$ cat src/rtl/taiko_pkg.sv
// Shared hit codes, field widths and entry packing for the drum hit recorder.
package taiko_pkg;

  localparam int unsigned STAMP_W = 8;
  localparam int unsigned ENTRY_W = 10;

  typedef enum logic [1:0] {
    HIT_NONE = 2'b00,
    HIT_DON  = 2'b01,
    HIT_KA   = 2'b10,
    HIT_BOTH = 2'b11
  } hit_code_e;

  function automatic logic [ENTRY_W-1:0] make_entry(input hit_code_e code,
                                                    input logic [STAMP_W-1:0] stamp);
    return {code, stamp};
  endfunction

endpackage

$ cat src/rtl/hit_recorder_key_debounce.sv
// Per-key two-flop synchronizer, level debouncer and one-cycle press pulse.
module key_debounce #(
  parameter int unsigned DEBOUNCE_CYCLES = 250000
) (
  input  logic i_clk,
  input  logic i_rst,
  input  logic i_key_n,
  output logic o_press
);

  localparam int unsigned CW = (DEBOUNCE_CYCLES > 2) ? $clog2(DEBOUNCE_CYCLES) : 1;
  localparam logic [CW-1:0] CNT_LAST = CW'(DEBOUNCE_CYCLES - 1);

  logic          r_sync1;
  logic          r_sync2;
  logic          r_level;
  logic [CW-1:0] r_cnt;
  logic          r_press;

  always_ff @(posedge i_clk or posedge i_rst) begin
    if (i_rst) begin
      r_sync1 <= 1'b1;
      r_sync2 <= 1'b1;
      r_level <= 1'b1;
      r_cnt   <= '0;
      r_press <= 1'b0;
    end else begin
      r_sync1 <= i_key_n;
      r_sync2 <= r_sync1;
      r_press <= 1'b0;
      if (r_sync2 != r_level) begin
        // Accept the new level on the Nth consecutive differing cycle.
        if (r_cnt == CNT_LAST) begin
          r_level <= r_sync2;
          r_cnt   <= '0;
          r_press <= ~r_sync2;
        end else begin
          r_cnt <= r_cnt + CW'(1);
        end
      end else begin
        r_cnt <= '0;
      end
    end
  end

  assign o_press = r_press;

endmodule

$ cat src/rtl/hit_recorder.sv
// Captures debounced drum presses with a beat timestamp into a show-ahead FIFO.
module hit_recorder
  import taiko_pkg::*;
#(
  parameter int unsigned DEBOUNCE_CYCLES = 250000,
  parameter int unsigned DEPTH           = 16
) (
  input  logic               CLOCK_50,
  input  logic               reset,
  input  logic               KEY_don,
  input  logic               KEY_ka,
  input  logic               started,
  input  logic [STAMP_W-1:0] counter160_4Hz,
  output logic               out_valid,
  input  logic               out_ready,
  output logic [ENTRY_W-1:0] out_data,
  output logic [4:0]         count,
  input  logic               clear_ovf,
  output logic               overflow
);

  localparam int unsigned PW = (DEPTH > 1) ? $clog2(DEPTH) : 1;

  logic               w_press_don;
  logic               w_press_ka;
  logic               w_hit;
  hit_code_e          w_code;
  logic               w_full;
  logic               w_valid;
  logic               w_pop;
  logic               w_push;
  logic               w_drop;

  logic [ENTRY_W-1:0] r_mem [DEPTH];
  logic [PW-1:0]      r_wr_ptr;
  logic [PW-1:0]      r_rd_ptr;
  logic [4:0]         r_count;
  logic               r_ovf;

  key_debounce #(.DEBOUNCE_CYCLES(DEBOUNCE_CYCLES)) u_don (
    .i_clk   (CLOCK_50),
    .i_rst   (reset),
    .i_key_n (KEY_don),
    .o_press (w_press_don)
  );

  key_debounce #(.DEBOUNCE_CYCLES(DEBOUNCE_CYCLES)) u_ka (
    .i_clk   (CLOCK_50),
    .i_rst   (reset),
    .i_key_n (KEY_ka),
    .o_press (w_press_ka)
  );

  assign w_hit   = started & (w_press_don | w_press_ka);
  assign w_code  = hit_code_e'({w_press_ka, w_press_don});
  assign w_full  = (r_count == 5'(DEPTH));
  assign w_valid = (r_count != '0);
  assign w_pop   = w_valid & out_ready;
  // A pop frees the slot the push lands in, so a full FIFO still accepts.
  assign w_push  = w_hit & (~w_full | w_pop);
  assign w_drop  = w_hit & w_full & ~w_pop;

  always_ff @(posedge CLOCK_50) begin
    if (w_push) r_mem[r_wr_ptr] <= make_entry(w_code, counter160_4Hz);
  end

  always_ff @(posedge CLOCK_50 or posedge reset) begin
    if (reset) begin
      r_wr_ptr <= '0;
      r_rd_ptr <= '0;
      r_count  <= '0;
      r_ovf    <= 1'b0;
    end else begin
      if (w_push) r_wr_ptr <= r_wr_ptr + PW'(1);
      if (w_pop)  r_rd_ptr <= r_rd_ptr + PW'(1);
      case ({w_push, w_pop})
        2'b10:   r_count <= r_count + 5'd1;
        2'b01:   r_count <= r_count - 5'd1;
        default: r_count <= r_count;
      endcase
      if (w_drop)         r_ovf <= 1'b1;
      else if (clear_ovf) r_ovf <= 1'b0;
    end
  end

  assign out_valid = w_valid;
  assign out_data  = w_valid ? r_mem[r_rd_ptr] : '0;
  assign count     = r_count;
  assign overflow  = r_ovf;

endmodule

$ cat config.mk
export PLATFORM = sky130hd
export DESIGN_NAME = hit_recorder
export DESIGN_NICKNAME = d
export VERILOG_FILES = /design/src/rtl/taiko_pkg.sv /design/src/rtl/hit_recorder_key_debounce.sv /design/src/rtl/hit_recorder.sv
export SDC_FILE = /design/constraint.sdc
export NUM_CORES = 1
export LEC_CHECK = 0
export ABC_AREA = 1
export CORE_MARGIN = 2
export CORE_UTILIZATION = 28
export CTS_CLUSTER_SIZE = 10
export DETAILED_ROUTE_END_ITERATION = 10
export SLEW_MARGIN = 20
export SYNTH_ARGS = -nofsm -noshare
export SYNTH_HDL_FRONTEND = slang
export SYNTH_SLANG_ARGS = --single-unit
$ cat constraint.sdc
create_clock -name CLOCK_50 -period 2.3 [get_ports CLOCK_50]
set_clock_uncertainty 0.2 [all_clocks]
set_input_delay 0.23 -clock CLOCK_50 [delete_from_list [all_inputs] [get_ports CLOCK_50]]
set_output_delay 0.23 -clock CLOCK_50 [all_outputs]
set_load 0.01 [all_outputs]
After elaboration in Yosys (flattened, before gate mapping)
Memories as Yosys holds them, arrays and structs flattened.
Index checks and enable logic that the tools add are counted.
- add/sub/neg operators: 6
- eq/ne operators: 7
- muxes and demuxes: 14
- bitwise gates (word level): 11
- reduce and logical (&&, ||, !) cells: 5
- operators with widths (cell ; count):
    two-way mux 18 bit ; 4
    adder 18 x 1 -> 18 bit (second input constant) ; 2
    == test 18 bit (second input constant) ; 2
    two-way mux 10 bit ; 1
    one-hot mux 5 bit (2 select lines) ; 1
    adder 4 x 1 -> 4 bit (second input constant) ; 2
    two-way mux 1 bit ; 8
    adder 5 x 1 -> 5 bit (second input constant) ; 1
    bitwise AND 1 bit ; 5
    == test 5 bit (second input constant) ; 1
    nonzero test 5 bit ; 1
    subtractor 5 x 1 -> 5 bit (second input constant) ; 1
    NOT 1 bit ; 4
    AND reduction 2 bit ; 2
    nonzero test 2 bit ; 2
    == test 2 x 1 -> 1 bit (second input constant) ; 1
    == test 2 bit (second input constant) ; 1
    != test 1 bit ; 2
    bitwise OR 1 bit ; 2
- register bits: 58
- bits in writable memories: 160
- output and inout port bits: 17
- word-level logic and storage cells: 58
- memories: 1
- memories (memory ; words ; bits a word ; read ports ; clocked after Yosys merged registers in ; wr ports ; line ; text):
    r_mem ; 16 ; 10 ; 1 ; 0 ; 1 ; hit_recorder.sv:34 ; logic [ENTRY_W-1:0] r_mem [DEPTH];

Longest topological paths before layout
- depth after elaboration: 6
- mapped depth: 15
- gate-level depth less buffers: 15

Hierarchy
Synthesis repeated with hierarchy kept, for this count alone.
- cell total of the unflattened synthesis: 849
- area total of the unflattened synthesis: 9550.4 um2
- by module, submodules not included (module ; instances ; cells each ; area an instance (um2)):
    hit_recorder ; 1 ; 562 ; 7194.4
    key_debounce (u_don) ; 1 ; 145 ; 1178.6
    key_debounce (u_ka) ; 1 ; 142 ; 1177.4

Least setup slack after synthesis
No wires, ideal clock.
- kind: reg2reg
- from: register u_ka.r_press, in the netlist u_ka.o_press
- to: memory r_mem[11][0], enable pin
- library setup time: 390 ps
- arrival time: 1681 ps
- data required time: 1710 ps
- slack: 29 ps
- stages on the path, launching flop included: 5
- path through: dfrtp_1 o21ai_4 nor2_4 inv_1 nor3_1
- word-level cells in the longest chain between the ends: 5
- RTL lines (item ; line ; text):
    from (decl) ; hit_recorder_key_debounce.sv:18 ; logic r_press;
    from (signal assigned) ; hit_recorder_key_debounce.sv:36 ; r_press <= ~r_sync2;
    bitwise OR 1 bit ; hit_recorder.sv:54 ; assign w_hit = started & (w_press_don | w_press_ka);
    bitwise AND 1 bit ; hit_recorder.sv:54 ;
    bitwise AND 1 bit ; hit_recorder.sv:60 ; assign w_push = w_hit & (~w_full | w_pop);
    two-way mux 1 bit ; hit_recorder.sv:64 ; if (w_push) r_mem[r_wr_ptr] <= make_entry(w_code, counter160_4Hz);
    two-way mux 1 bit (implied by the code) ; hit_recorder.sv:64 ;
    to (decl) ; hit_recorder.sv:34 ;
Every way passes these cells.

Worst setup path after layout
- from: register r_rd_ptr[0]
- to: output out_data[3]
- word-level cells in the longest chain between the ends: 2
- RTL lines (item ; line ; text):
    from (decl) ; hit_recorder.sv:36 ; logic [PW-1:0] r_rd_ptr;
    from (signal assigned) ; hit_recorder.sv:75 ; if (w_pop) r_rd_ptr <= r_rd_ptr + PW'(1);
    memory (16 x 10 bit) ; -- ;
    two-way mux 10 bit ; hit_recorder.sv:87 ; assign out_data = w_valid ? r_mem[r_rd_ptr] : '0;
    to (decl) ; hit_recorder.sv:16 ; output logic [ENTRY_W-1:0] out_data,
Every way passes these cells.

==> results.json <==
{
  "h-tree-depth": 1,
  "detailed_place_hpwl_um": 14100,
  "post-place-ws_ns": -0.136,
  "reg2regPathDepth": 13,
  "layout.core_utilization": 0.368,
  "synthesis.nets": 845,
  "worstPathMaxFanout": 10,
  "io_pins": 32,
  "clock_tree_buffer_depth": 3,
  "number_of_antenna_violations_at_the_first_check_in_global_routing": 0,
  "synth-seq-area-share": 0.673,
  "post-route-period-util": 1.10,
  "dr.pass1.iters": 5,
  "grt_pass1_vias": 6482,
  "cp-end-kind": "output port",
  "drcViolationCount": 0,
  "port-buffer-count": 31,
  "worst-endpoint-required_ns": 1.87,
  "dr_total_vias": 6564,
  "rows": 66,
  "hold_path_class": "input pin to flip-flop",
  "die_w_um": 186,
  "place.detailed.instances": 1329,
  "p_leak_nw": 4.49,
  "cap_viol_max_count": 0,
  "arrival_ns": 2.11,
  "ir_worst_vdd_mv": 0.748,
  "die_height_um": 186,
  "hold_path_end": "overflow",
  "least_setup_slack_across_all_paths_after_layout_ns": -0.238,
  "asyncSetResetFlopFracSynth": 0.266,
  "first_pass_grt_wire_length_um": 34900,
  "final_critical_path_time_including_i_o_delays_and_setup_ns": 2.54,
  "yosysUniqueCellTypes": 37,
  "cts.clk_slew.worst_paths_ns": 0.06,
  "grtUsageTotal": 0.130,
  "grt_max_degree": 59,
  "synthesis.instances": 821,
  "floorplan.core_area_sq_mm": 0.0326,
  "grtUsageMet3": 0.0204,
  "total_clock_buffers_created_by_cts": 26,
  "finalHoldWorstSlack_ns": 0.133,
  "dieArea_sq_mm": 0.0347,
  "path_class": "flip-flop to output port",
  "violations": "setup timing",
  "reg2reg_slack_ns": 0.20,
  "clkSinkCount": 218,
  "drtIter0Drc": 517,
  "vias_per_cell": 4.70,
  "maximum_clock_frequency_mhz": 394,
  "routability_cong": 0.829,
  "outcome": "complete, but fails checks",
  "unrepaired_setup_endpoints_after_global_routing": "yes",
  "syn-mean-instance-area_sq_um": 11.3,
  "final-setup-viol-count": 10,
  "global_route.peak_usage_layer": "met2",
  "timing.max_slew.rel_slack": 0.600,
  "synth.ff_latch_count": 218,
  "globalRouteMet1Util": 0.171,
  "yosys_warnings": 0,
  "finalMaxSlewViolations": 0,
  "final-instance-count-excl-fill": 1398,
  "syn-cell-area_sq_mm": 0.00930,
  "antenna_cells": 0,
  "layout.nets": 960,
  "floorplan.initialDensity": 0.285,
  "worstSetupStartpointType": "flip-flop",
  "r2r_end": "count[4]",
  "number_of_nets_with_antenna_violations_after_detailed_routing": 0,
  "synth_enable_flop_cells": 160,
  "wirelength_um": 22300,
  "p_per_area_mw_per_mm2": 1090,
  "area_growth_pct": 29.2,
  "tritoncts_clock_tree": "done",
  "wire_per_inst_um": 16.0,
  "hold_violations": 0,
  "clockRootBuffer": "clkbuf_16",
  "grt_overflow": 0,
  "worst_hold_path.num_cells": 2,
  "grt_use_met2": 0.219,
  "timing.rr.start": "count[2]",
  "hold_start": "clear_ovf",
  "drive_gt1_frac": 0.214,
  "worst_skew_pair.late_latency_ns": 0.51,
  "synthFlopType": "edfxtp_1",
  "worstMarginPinSlew_ns": 0.599,
  "power.total_mw": 13.1
}
==> area by class of cell <==
class,instances,area (sq um)
clock inverters,1,8.76
clock buffers,47,761
fillers,3136,20600
inverters,69,264
multi-input cells,503,2810
well taps,442,553
flip-flops and latches,218,6270
repair buffers,118,1350
==> metrics by stage <==
| step | instance area [sq um] | TNS (ns) |
|---|---|---|
| finish | 12000 | -1.94 |
| global route | 12000 | -2.82 |
| CTS | 11900 | -1.99 |
| detailed placement | 10700 | -0.768 |
| global placement | 10700 | -0.506 |
| floorplan | 9300 | 0 |
==> report_power, final <==
group	leakage, nW	switching, mW	internal, mW
Clock	0.367	1.47	2.21
Combinational	1.85	2.63	2.36
Sequential	2.28	0.110	4.32
Total	4.49	4.21	8.89
==> logic make-up (layout without fill, tap and decap cells) <==
family,count (synthesis),in the layout,synth area share
fa+ha+maj,9,9,0.0121
flops,218,218,0.673
xor+xnor,22,22,0.0207
simple gates,309,309,0.148
compound gates,163,163,0.103
buf+inv,100,235,0.0428
==> state kept, by name, indices dropped and copies added (netlist names), 4 cells and up <==
signal and count:
r_mem 160, r_rd_ptr 4, r_wr_ptr 4, u_ka.r_cnt 18
u_don.r_cnt 18, count 5
==> cell usage in the layout (no fill, tap or decap), types with 12 or more instances in the layout <==
| cell type | count |
|---|---|
| buf_12 | 22 |
| buf_4 | 47 |
| clkbuf_1 | 19 |
| clkbuf_16 | 27 |
| clkdlybuf4s50_1 | 20 |
| dfrtp_1 | 50 |
| edfxtp_1 | 160 |
| inv_1 | 58 |
| nand2_1 | 69 |
| nand3_1 | 30 |
| nor2_1 | 143 |
| nor2_2 | 13 |
| nor3_1 | 12 |
| o21ai_0 | 60 |
| o21ai_1 | 25 |
| o21ai_2 | 14 |
| o221ai_1 | 23 |
| o22ai_1 | 12 |
| xor2_1 | 20 |
==> synth_stat cells (2+ instances only) <==
master | number | area share
a21oi_1 | 17 | 0.0091
buf_2 | 6 | 0.0032
nor3_1 | 13 | 0.0070
nor3b_1 | 2 | 0.0016
xor2_1 | 20 | 0.019
nand3_1 | 32 | 0.017
edfxtp_1 | 160 | 0.52
nand3_2 | 5 | 0.0054
clkinv_1 | 2 | 0.00081
inv_2 | 6 | 0.0024
nor2_4 | 3 | 0.0036
clkbuf_1 | 21 | 0.0085
o21ai_1 | 5 | 0.0027
inv_1 | 60 | 0.024
nand4_1 | 10 | 0.0067
ha_1 | 9 | 0.012
nand2_2 | 6 | 0.0040
xnor2_1 | 2 | 0.0019
dfrtp_1 | 52 | 0.14
nand2_1 | 69 | 0.028
dfstp_2 | 6 | 0.017
clkbuf_2 | 2 | 0.0011
nor2_2 | 7 | 0.0047
o22ai_1 | 13 | 0.0087
o21ai_0 | 94 | 0.051
nor4_1 | 5 | 0.0034
nor2_1 | 153 | 0.062
nor3_2 | 2 | 0.0022
a31oi_1 | 4 | 0.0027
o221ai_1 | 28 | 0.026
==> critical path: stages (launching register included) <==
cell and delay, ns:
dfrtp_2 0.44, clkinv_4 0.12, bufbuf_16 0.29, o21ai_0 0.15, o22ai_1 0.13, o21ai_1 0.22
a21oi_1 0.09, buf_2 0.15
==> per-layer routing <==
metal | wire length (um) | part of all wire | up-vias
met5 | 0 | 0 | -
met4 | 649 | 0.029 | 0
met3 | 1110 | 0.050 | 47
met2 | 10600 | 0.48 | 172
met1 | 9890 | 0.44 | 3216
li1 | - | - | 3129
==> timing repair <==
item                                    4_1_cts  5_1_grt
hold buffers                                  3        0
pin swaps                                    38       23
gates resized for setup                     115       34
setup buffers                                13        2
gates cloned                                  4        0
endpoints found under the hold margin        54        0
endpoints found under the setup margin       11       11
==> worst max-delay path by stage <==
stage / slack (ns) / cells after the start / to / startpoint
after CTS: -0.25 / 9 / out_data[3] / r_rd_ptr[0]
after detailed placement: -0.14 / 7 / out_data[9] / r_rd_ptr[0]
after global routing: -0.33 / 9 / out_data[7] / r_rd_ptr[0]
final: -0.24 / 7 / out_data[3] / r_rd_ptr[0]
after floorplan: 0.03 / 4 / r_mem[11][0] / u_ka.o_press
after global placement: -0.10 / 7 / out_data[9] / r_rd_ptr[0]
(Power assumes the default switching activity.)
